**config.mk**
```make
export PLATFORM = sky130hd
export DESIGN_NAME = uart_rx_fifo
export DESIGN_NICKNAME = d
export VERILOG_FILES = /design/src/rtl/uart_rx_fifo.sv
export SDC_FILE = /design/constraint.sdc
export NUM_CORES = 1
export LEC_CHECK = 0
export CORE_MARGIN = 2
export CORE_UTILIZATION = 27
export DETAILED_ROUTE_END_ITERATION = 8
export HOLD_SLACK_MARGIN = 0.15
export PLACE_DENSITY = 0.4
export SYNTH_ARGS = -nofsm -noshare
export SYNTH_HDL_FRONTEND = slang
export SYNTH_SLANG_ARGS = --single-unit
```
**constraint.sdc**
```tcl
create_clock -name clk -period 3.5 [get_ports clk]
set_input_delay 0.35 -clock clk [delete_from_list [all_inputs] [get_ports clk]]
set_output_delay 0.35 -clock clk [all_outputs]
set_load 0.05 [all_outputs]
```
**src/rtl/uart_rx_fifo.sv**
```systemverilog
// Receive byte buffer between the UART receiver and the host consumer.
// Define UART_RX_FIFO_HOLD_EN to back-pressure the receiver when full; otherwise bytes are dropped and overflow is set.
module uart_rx_fifo #(
  parameter int DATA_WIDTH = 8,
  parameter int DEPTH      = 16,
  parameter int AF_LEVEL   = 12
) (
  input  logic                       clk,
  input  logic                       reset,
  input  logic [DATA_WIDTH-1:0]      wr_data,
  input  logic                       wr_strobe,
  output logic                       wr_hold,
  input  logic                       rd_en,
  output logic [DATA_WIDTH-1:0]      rd_data,
  output logic                       rd_valid,
  output logic                       empty,
  output logic                       full,
  output logic                       almost_full,
  output logic [$clog2(DEPTH):0]     count,
  output logic                       overflow,
  input  logic                       ovf_clr
);

  localparam int AW = $clog2(DEPTH);
  localparam int CW = AW + 1;

  logic [DATA_WIDTH-1:0] mem_q [DEPTH];
  logic [AW-1:0]         wr_ptr_q, wr_ptr_d;
  logic [AW-1:0]         rd_ptr_q, rd_ptr_d;
  logic [CW-1:0]         count_q, count_d;
  logic [DATA_WIDTH-1:0] rd_data_q, rd_data_d;
  logic                  rd_valid_q, rd_valid_d;
  logic                  overflow_q, overflow_d;
  logic                  wr_acc_s, rd_acc_s, ovf_set_s;
  logic                  empty_s, full_s;

  // Flags are decoded from the registered count only, so a same-cycle pop never frees a slot.
  assign empty_s  = (count_q == {CW{1'b0}});
  assign full_s   = (count_q == CW'(DEPTH));
  assign wr_acc_s = wr_strobe & ~full_s;
  assign rd_acc_s = rd_en & ~empty_s;

`ifdef UART_RX_FIFO_HOLD_EN
  assign ovf_set_s = 1'b0;
  assign wr_hold   = full_s;
`else
  assign ovf_set_s = wr_strobe & full_s;
  assign wr_hold   = 1'b0;
`endif

  // Next-state computation for pointers, count, read port and overflow flag.
  always_comb begin
    wr_ptr_d   = wr_ptr_q;
    rd_ptr_d   = rd_ptr_q;
    count_d    = count_q;
    rd_data_d  = rd_data_q;
    rd_valid_d = 1'b0;
    overflow_d = overflow_q;
    if (wr_acc_s) begin
      wr_ptr_d = wr_ptr_q + AW'(1);
    end else begin
      wr_ptr_d = wr_ptr_q;
    end
    if (rd_acc_s) begin
      rd_ptr_d   = rd_ptr_q + AW'(1);
      rd_data_d  = mem_q[rd_ptr_q];
      rd_valid_d = 1'b1;
    end else begin
      rd_ptr_d   = rd_ptr_q;
      rd_valid_d = 1'b0;
    end
    case ({wr_acc_s, rd_acc_s})
      2'b10:   count_d = count_q + CW'(1);
      2'b01:   count_d = count_q - CW'(1);
      default: count_d = count_q;
    endcase
    // Set has priority over clear.
    if (ovf_set_s) begin
      overflow_d = 1'b1;
    end else if (ovf_clr) begin
      overflow_d = 1'b0;
    end else begin
      overflow_d = overflow_q;
    end
  end

  // Control state register with asynchronous reset.
  always_ff @(posedge clk or posedge reset) begin
    if (reset) begin
      wr_ptr_q   <= {AW{1'b0}};
      rd_ptr_q   <= {AW{1'b0}};
      count_q    <= {CW{1'b0}};
      rd_data_q  <= {DATA_WIDTH{1'b0}};
      rd_valid_q <= 1'b0;
      overflow_q <= 1'b0;
    end else begin
      wr_ptr_q   <= wr_ptr_d;
      rd_ptr_q   <= rd_ptr_d;
      count_q    <= count_d;
      rd_data_q  <= rd_data_d;
      rd_valid_q <= rd_valid_d;
      overflow_q <= overflow_d;
    end
  end

  // Storage array; contents are intentionally not reset.
  always_ff @(posedge clk) begin
    if (wr_acc_s) begin
      mem_q[wr_ptr_q] <= wr_data;
    end
  end

  assign rd_data     = rd_data_q;
  assign rd_valid    = rd_valid_q;
  assign overflow    = overflow_q;
  assign count       = count_q;
  assign empty       = empty_s;
  assign full        = full_s;
  assign almost_full = (count_q >= CW'(AF_LEVEL));

endmodule

```
== Yosys cells after proc, flatten, opt, wreduce, memory -nomap -nowiden ==
Memories as Yosys holds them, arrays and structs flattened. A register that Yosys moved wholly into a read port is not among the register bits.
Index checks and enable logic that the tools add are counted.
Operators by class
  multiply operators: 0
  multiplexer cells: 6
  shift-type cells: 0
  $lt $le $gt $ge: 1
  equal/unequal tests: 3
  add/subtract/negate cells: 4
  bitwise gates (word level): 5
  reduce and logical (&&, ||, !) cells: 3
  div/mod/pow operators: 0
Operator list (count)
  $pmux 5 s2: 1
  $add 4x1->4 const B: 2
  $add 5x1->5 const B: 1
  $eq 5x5->1 const B: 1
  $ge 5x4->1 const B: 1
  $logic_not 5->1: 1
  $mux 1: 5
  $sub 5x1->5 const B: 1
  $reduce_bool 2->1: 2
  $and 1x1->1: 3
  $eq 2x1->1 const B: 1
  $eq 2x2->1 const B: 1
  $not 1->1: 2
Word-level totals
  word-level logic and storage cells: 28
  output and inout bits: 19
  ROM bits: 0
  bits in latches: 0
  flip-flop bits (word level): 15
  memories kept: 1
  input bits: 13
  bits in writable memories: 128
Memory list
  mem_q: depth 16, bits a word 8, read ports 1, clocked after Yosys merged registers in 1, write ports 1, RTL line 27  | logic [DATA_WIDTH-1:0] mem_q [DEPTH];

== Logic depth before layout (Yosys ltp) ==
Gate-level depths: netlist of run 1.
  depth in word-level cells: 5
  gate-level depth with buffers: 13
  gate-level depth less buffers: 12

== Worst setup path before layout of run 1 ==
No wires, ideal clock.
  path type: register -> register
  start: reg count_q[0], in the netlist count[0]
  end: reg count_q[4], in the netlist count[4]
  stages on the path, launching flop included: 11
  period minus slack after synthesis: 3.082 ns
  library setup time: 0.147 ns
  data required time: 3.353 ns
  data arrival time: 2.935 ns
  setup slack: 0.418 ns
  buffers on the path: 0
  path through: dfrtp_1 > or4_4 > o21ai_4 > inv_2 > ha_1 > ha_1 > nor2b_1 > o21ai_0 > a21oi_1 > or3b_1 > xnor2_1
On the way
  cells in the longest elaborated chain, start to end: 5
  elaborated cells between the ends (all ways): 12
  classes of those cells: 2 x add/sub; 3 x eq/ne; 1 x mux; 4 x bitwise; 2 x reduce/logical
RTL lines
  from (decl): RTL line 30  | logic [CW-1:0] count_q, count_d;
  from (signal assigned): RTL line 92  | count_q <= {CW{1'b0}};
  from (signal assigned): RTL line 99  | count_q <= count_d;
  $logic_not 5->1 (*): RTL line 38  | assign empty_s = (count_q == {CW{1'b0}});
  $not 1->1 (*): RTL line 41  | assign rd_acc_s = rd_en & ~empty_s;
  $and 1x1->1 (*): RTL line 41
  net rd_acc_s: RTL line 34  | logic wr_acc_s, rd_acc_s, ovf_set_s;
  $eq 2x1->1 / $eq 2x2->1 (equally long branches): RTL line 72  | case ({wr_acc_s, rd_acc_s})
  $pmux 5 s2 / $reduce_bool 2->1 (equally long branches)
The timed path passes the listed nets; every way through them passes the cells marked *.
A chain may end at the register's enable or synchronous reset.

== Final worst setup path of run 1 ==
  start: reg count_q[0], in the netlist count[0]
  end: reg count_q[4], in the netlist count[4]
On the way
  cells in the longest elaborated chain, start to end: 5
  elaborated cells between the ends (all ways): 12
  classes of those cells: 2 x add/sub; 3 x eq/ne; 1 x mux; 4 x bitwise; 2 x reduce/logical
RTL lines (RTL line)
  $eq 5x5->1 / $logic_not 5->1 (equally long branches): 39, 38
  $not 1->1, on equally long branches: 40, 41
  $and 1x1->1, on equally long branches: 40, 41
  $eq 2x1->1 / $eq 2x2->1 (equally long branches): 72
  $pmux 5 s2 / $reduce_bool 2->1 (equally long branches)
Several ways; a longest one is shown, not always the timed one.

==> results_dict.tcl, run 1 <==
set metrics [dict create \
    mostFrequentLayoutCells "edfxtp_1 (128), nand2_1 (30), clkdlybuf4s50_1 (30), mux4_2 (27), dfrtp_1 (22)" \
    h-tree-depth 4 \
    ys_ff_latch 151 \
    grt_pass1_vias 3177 \
    vias 2995 \
    r2r_start "count[0]$_DFFE_PP0P_" \
    syn_area_per_cell_sq_um 18.7 \
    ys_async_sr_fraction_pct 15.2 \
    dp.cells 638 \
    dr.pass1.iters 4 \
    die_w_um 154 \
    synth_edf_count 128 \
    final_common_cell "edfxtp_1" \
    fin_nets 400 \
    p_int_uw 4360 \
    timing.rr.end "count[4]$_DFFE_PP0P_" \
    postCtsHoldBufs 0 \
    drt-total-wl_mm 13.5 \
    netlist-cell-type-count 36 \
    grt.total_usage_pct 12.1 \
    fmax_mhz 349 \
    synth_top_family_by_area "multiplexers" \
    p_leak_uw 0.00256 \
    placeableCoreArea_sq_um 21900 \
    hold_class "primary input to asynchronous set/reset pin" \
    grt_max_degree 24 \
    synthMuxAreaShare_pct 14.0 \
    crit_end "count[4]$_DFFE_PP0P_" \
    r2r_cells 12 \
    num_rows 54 \
    hold_violations 0 \
    cts_resized 0 \
    fp.dieH_um 154 \
    start_util_pct 27.7 \
    synthesis.area_sq_um 6050 \
    fin_setup_tns_ns 0 \
    worst_pin_slew_ns 1.02 \
    cp.required_ns 3.81 \
    stdcell_count 670 \
    cts_tree "yes" \
    drive_above_1_share_pct 21.3 \
    synth_warnings 0 \
    cap_violations 0 \
    endpoint_kind "flop" \
    clk-insertion-delay-late_ns 0.42 \
    cts_sinks 151 \
    p_sw_share_pct 33.0 \
    drtAntennaViolNets 0 \
    clk_pin_slew_ns 0.06 \
    clock_skew_ns 0.0102 \
    combPwrFrac_pct 29.9 \
    synth-xor-area-share_pct 1.45 \
    rrSetupSlack_ns 0.64 \
    setup_viol 0 \
    cts_buffer_depth 2 \
    seq_area_frac_synth_pct 73.0 \
    gp_congestion 0.703 \
    area_growth_pct 22.6 \
    die-area_sq_um 23600 \
    crit_path_start "count[0]$_DFFE_PP0P_" \
    crit_fanout 9 \
    numPortBuffers 30 \
    root_buffer "clkbuf_16" \
    grt_setup_unrepaired "false" \
    syn-num-nets 347 \
    period_minus_slack_ns 2.86 \
    arrival_ns 3.17 \
    cts_buffers 17 \
    clkPwrFrac_pct 31.0 \
    status "completed" \
    whs_ns 0.476 \
    cp-start-kind "flop" \
    seqPwrFrac_pct 39.2 \
    post-route-period-util_pct 81.8 \
    yosys.area_share.simple_pct 4.34 \
    via_per_inst 4.47 \
    ys.flop_type "edfxtp_1" \
    post-cts-setup-buffers 0 \
    drt_iter0_markers 140 \
    grt_pass1_wl_mm 20.4 \
    dp_hpwl_mm 8.61 \
    slew_headroom_pct 32.0 \
    synth_compound_area_share_pct 2.75 \
    p_per_area_nw_per_um2 877 \
    crit_type "flop to flop" \
    io_pins 32 \
    final-max-slew-violation-count 0 \
    overflow 0 \
    ir_drop_mv 0.346 \
    syn-instance-count 324 \
    synth_fa_ha_area_share_pct 2.19 \
    drc_errors 0 \
    antenna_found_initial 0 \
    p_sw_uw 2150 \
    diodes 0 \
    wl_per_cell_um 20.2 \
]
-- routing by layer --
layer | share of wire (%) | global-route usage, % | vias up
met5 | 0 | 0 | -
met4 | 1.8 | 4.85 | 0
met3 | 2.8 | 2.59 | 22
met2 | 49 | 19.4 | 45
met1 | 47 | 16.0 | 1551
li1 | - | - | 1377
-- logic make-up (layout without fill, tap and decap cells) --
family	count (synthesis)	after routing
AND/OR/NAND/NOR	59	59
adder cells (fa/ha/maj)	10	10
multiplexers	41	41
buffers and inverters	28	94
XOR/XNOR	10	10
other	1	1
flip-flops	151	151
AO/OA/AOI/OAI	24	24
-- worst min path at each step --
stage	from	end	slack, ns	depth (start not counted)
floorplan	reset	count[0]$_DFFE_PP0P_	0.35	1
global route	rd_data[6]$_DFFE_PP0P_	rd_data[6]$_DFFE_PP0P_	0.51	2
global placement	rd_data[5]$_DFFE_PP0P_	rd_data[5]$_DFFE_PP0P_	0.47	2
finish	reset	rd_data[6]$_DFFE_PP0P_	0.48	2
detailed placement	rd_data[6]$_DFFE_PP0P_	rd_data[6]$_DFFE_PP0P_	0.48	2
CTS	rd_data[6]$_DFFE_PP0P_	rd_data[6]$_DFFE_PP0P_	0.49	2
-- area by class of cell --
class,instances,area (sq um)
sequential,151,4420
timing repair buffer,51,458
inverter,11,41.3
multi-input combinational,145,1500
clock buffer,18,429
clock inverter,14,221
fill,2110,14500
tap,280,350
-- critical path, cell delays in order, from the launching register on --
cell	delay (ns)
dfrtp_1	0.43
nor4_1	0.28
nand2_1	0.12
and2_1	0.28
inv_1	0.10
ha_1	0.23
inv_1	0.10
fa_1	0.41
nor2b_1	0.12
o21ai_0	0.10
nand3_1	0.09
or3b_1	0.36
xnor2_1	0.13
-- state kept, by name, indices dropped and copies added, names as in the netlist --
register and cells:
mem_q 128, rd_data 8, count 5, rd_ptr_q 4, wr_ptr_q 4, overflow 1, rd_valid 1
-- cell usage after synthesis (all sizes together), types with 2 or more instances --
library cell  number  share of area [%]
nand4              2               0.21
clkbuf             5               0.31
edfxtp           128                 63
nor3               4               0.33
o221ai             7                1.0
inv               11               0.68
mux2i              8                1.3
ha                 9                1.9
nor2              13               0.81
a21o               2               0.25
a21oi              2               0.17
o21ai             12                1.2
dfrtp             23                9.5
xor2               2               0.29
xnor2              8                1.2
mux4              33                 13
buf               12                1.2
nand2b             3               0.31
nand2             30                1.9
-- power by group through the flow --
stage	logic (uW)	registers (uW)	clock network [uW]
after floorplan	1220	2660	0
after global placement	1980	2590	0
after detailed placement	1990	2600	0
after CTS	1990	2570	2060
after global routing	2090	2600	2130
final	1940	2550	2020
-- metrics by stage --
| stage | setup WS (ns) | area [sq um] | total power, uW | utilization [%] |
|---|---|---|---|---|
| 4_1_cts | 0.629 | 7420 | 6610 | 33.9 |
| 3_3_place_gp | 0.640 | 6770 | 4570 | 30.9 |
| 3_5_place_dp | 0.605 | 6770 | 4590 | 30.9 |
| 5_1_grt | 0.378 | 7420 | 6830 | 33.9 |
| 6_report | 0.639 | 7420 | 6510 | 33.9 |
| 2_1_floorplan | 0.418 | 6050 | 3880 | - |
No activity file was read; power rests on OpenSTA's default activity.
==> run 2, diff against run 1 <==
Clock period 3.5 ns to 3 ns, I/O delays scaled along.
==> results_dict.tcl, run 2 (synthesis gave the netlist of run 1 again) <==
set metrics [dict create \
    cts_tree "yes" \
    grt_max_degree 19 \
    worst_pin_slew_ns 1.09 \
    clkPwrFrac_pct 28.1 \
    r2r_start "count[0]$_DFFE_PP0P_" \
    critPathBufInv 1 \
    drc_errors 0 \
    grt_pass1_vias 3193 \
    timing.rr.end "count[4]$_DFFE_PP0P_" \
    grt.total_usage_pct 11.9 \
    p_sw_uw 2440 \
    cp.required_ns 3.29 \
    dp_slack_ns 0.211 \
    final-max-slew-violation-count 0 \
    post_dp_cell_area_sq_um 6720 \
    fill_cells 2111 \
    numPortBuffers 30 \
    period_minus_slack_ns 2.81 \
    cap_violations 0 \
    rrSetupSlack_ns 0.19 \
    cts_sinks 151 \
    crit_fanout 6 \
    p_total_uw 7260 \
    slowest_delay_ns 0.56 \
    clk-insertion-delay-late_ns 0.42 \
    fmax_mhz 356 \
    vias 2991 \
    num_rows 54 \
    dp_hpwl_mm 8.50 \
    cts_buffer_depth 2 \
    endpoint_kind "flop" \
    grt_pass1_wl_mm 20.0 \
    antenna_found_initial 0 \
    cp.depth 10 \
    final_design_area_no_fill_sq_um 7280 \
    cts_resized 0 \
    combPwrFrac_pct 30.9 \
    final_common_cell "edfxtp_1" \
    p_per_area_nw_per_um2 997 \
    slew_headroom_pct 27.2 \
    post-cts-setup-buffers 0 \
    die-area_sq_um 23600 \
    clk_pin_slew_ns 0.06 \
    setup_ws_ns 0.193 \
    postCtsHoldBufs 0 \
    path_cells "or4_4 -> o21ai_4 -> inv_2 -> ha_1 -> ha_1 -> nor2b_1 -> o21ai_0 -> a21oi_1 -> or3b_1 -> xnor2_1" \
    root_buffer "clkbuf_16" \
    crit_path_top_delay_cell "or4_4" \
    diodes 0 \
    fin_setup_tns_ns 0 \
    crit_type "flop to flop" \
    h-tree-depth 4 \
    seqPwrFrac_pct 40.9 \
    path_common_cell "ha_1" \
    placeableCoreArea_sq_um 21900 \
    crit_path_start "count[0]$_DFFE_PP0P_" \
    fp.dieH_um 154 \
    p_int_uw 4820 \
    overflow 0 \
    die_w_um 154 \
    regMostFlops "mem_q" \
    post-route-period-util_pct 93.6 \
    via_per_inst 4.51 \
    gp_congestion 0.688 \
    hold_violations 0 \
    r2r_cells 10 \
    p_leak_uw 0.00247 \
    p_sw_share_pct 33.6 \
    grt_setup_unrepaired "false" \
    status "completed" \
    cts_buffers 17 \
    hold_class "primary input to asynchronous set/reset pin" \
    start_util_pct 27.7 \
    largest_reg_flops 128 \
    wl_per_cell_um 20.1 \
    mostFrequentLayoutCells "edfxtp_1 (128), nand2_1 (30), clkdlybuf4s50_1 (30), mux4_2 (27), dfrtp_1 (19)" \
    drt-total-wl_mm 13.3 \
    drt_iter0_markers 144 \
    cp-start-kind "flop" \
    io_pins 32 \
    crit_end "count[4]$_DFFE_PP0P_" \
    cpLargestDelayFamily "simple AND/OR/NAND/NOR gates" \
    ir_drop_mv 0.319 \
    utilization_pct 33.3 \
    clock_skew_ns 0.00564 \
    drive_above_1_share_pct 20.1 \
    arrival_ns 3.10 \
    area_growth_pct 20.3 \
    dr.pass1.iters 6 \
    drtAntennaViolNets 0 \
    fin_nets 393 \
    setup_viol 0 \
]
## run 2: cell count changes in the layout (fill, tap and decap cells not counted), moves of 3 or more
cell,before,now
dfrtp_1,22,19
clkinv_2,0,3
bufinv_16,5,2
clkinv_4,3,0
dfrtp_2,1,4
buf_4,21,14
## run 2: through the flow
step           cells  hold slack, ns
3_5_place_dp     631           0.480
5_1_grt          663           0.348
4_1_cts          663           0.319
3_3_place_gp     631           0.471
6_report         663           0.286
2_1_floorplan    324           0.302
## run 2: layout make-up
type                            count  area [sq um]  area share, %
Clock buffer                       19           433           5.94
Timing Repair Buffer               44           405           5.57
Multi-Input combinational cell    145          1500           20.6
Sequential cell                   151          4420           60.7
Inverter                           11          41.3          0.567
Clock inverter                     13           130           1.79
Tap cell                          280           350           4.81
## run 2: worst reg2reg max path: stages (launching register included)
cell,delay (ns)
dfrtp_2,0.44
or4_4,0.56
o21ai_4,0.15
inv_2,0.05
ha_1,0.23
ha_1,0.33
nor2b_1,0.14
o21ai_0,0.20
a21oi_1,0.09
or3b_1,0.36
xnor2_1,0.13
## run 2: power by group through the flow
| stage | registers, uW | logic, uW | clock network, uW |
|---|---|---|---|
| 6_report | 2970 | 2250 | 2040 |
| 5_1_grt | 3040 | 2430 | 2180 |
| 4_1_cts | 2990 | 2300 | 2090 |
| 3_5_place_dp | 3040 | 2300 | 0 |
| 3_3_place_gp | 3020 | 2300 | 0 |
| 2_1_floorplan | 3110 | 1430 | 0 |
## run 2: worst min-delay path by stage
stage / from / to / slack, ns
6_report: reset / count[3]$_DFFE_PP0P_ / 0.29
4_1_cts: reset / count[1]$_DFFE_PP0P_ / 0.32
5_1_grt: reset / count[1]$_DFFE_PP0P_ / 0.35
3_5_place_dp: rd_data[6]$_DFFE_PP0P_ / rd_data[6]$_DFFE_PP0P_ / 0.48
3_3_place_gp: rd_data[7]$_DFFE_PP0P_ / rd_data[7]$_DFFE_PP0P_ / 0.47
2_1_floorplan: reset / count[3]$_DFFE_PP0P_ / 0.30
## run 2: metal layers
layer	wire [um]	track usage, %	share of wire (%)	up-vias
met1	6230	15.5	47	1568
met2	6530	19.1	49	46
met5	0	0	0	-
li1	-	-	-	1356
met3	368	2.99	2.8	21
met4	224	4.81	1.7	0
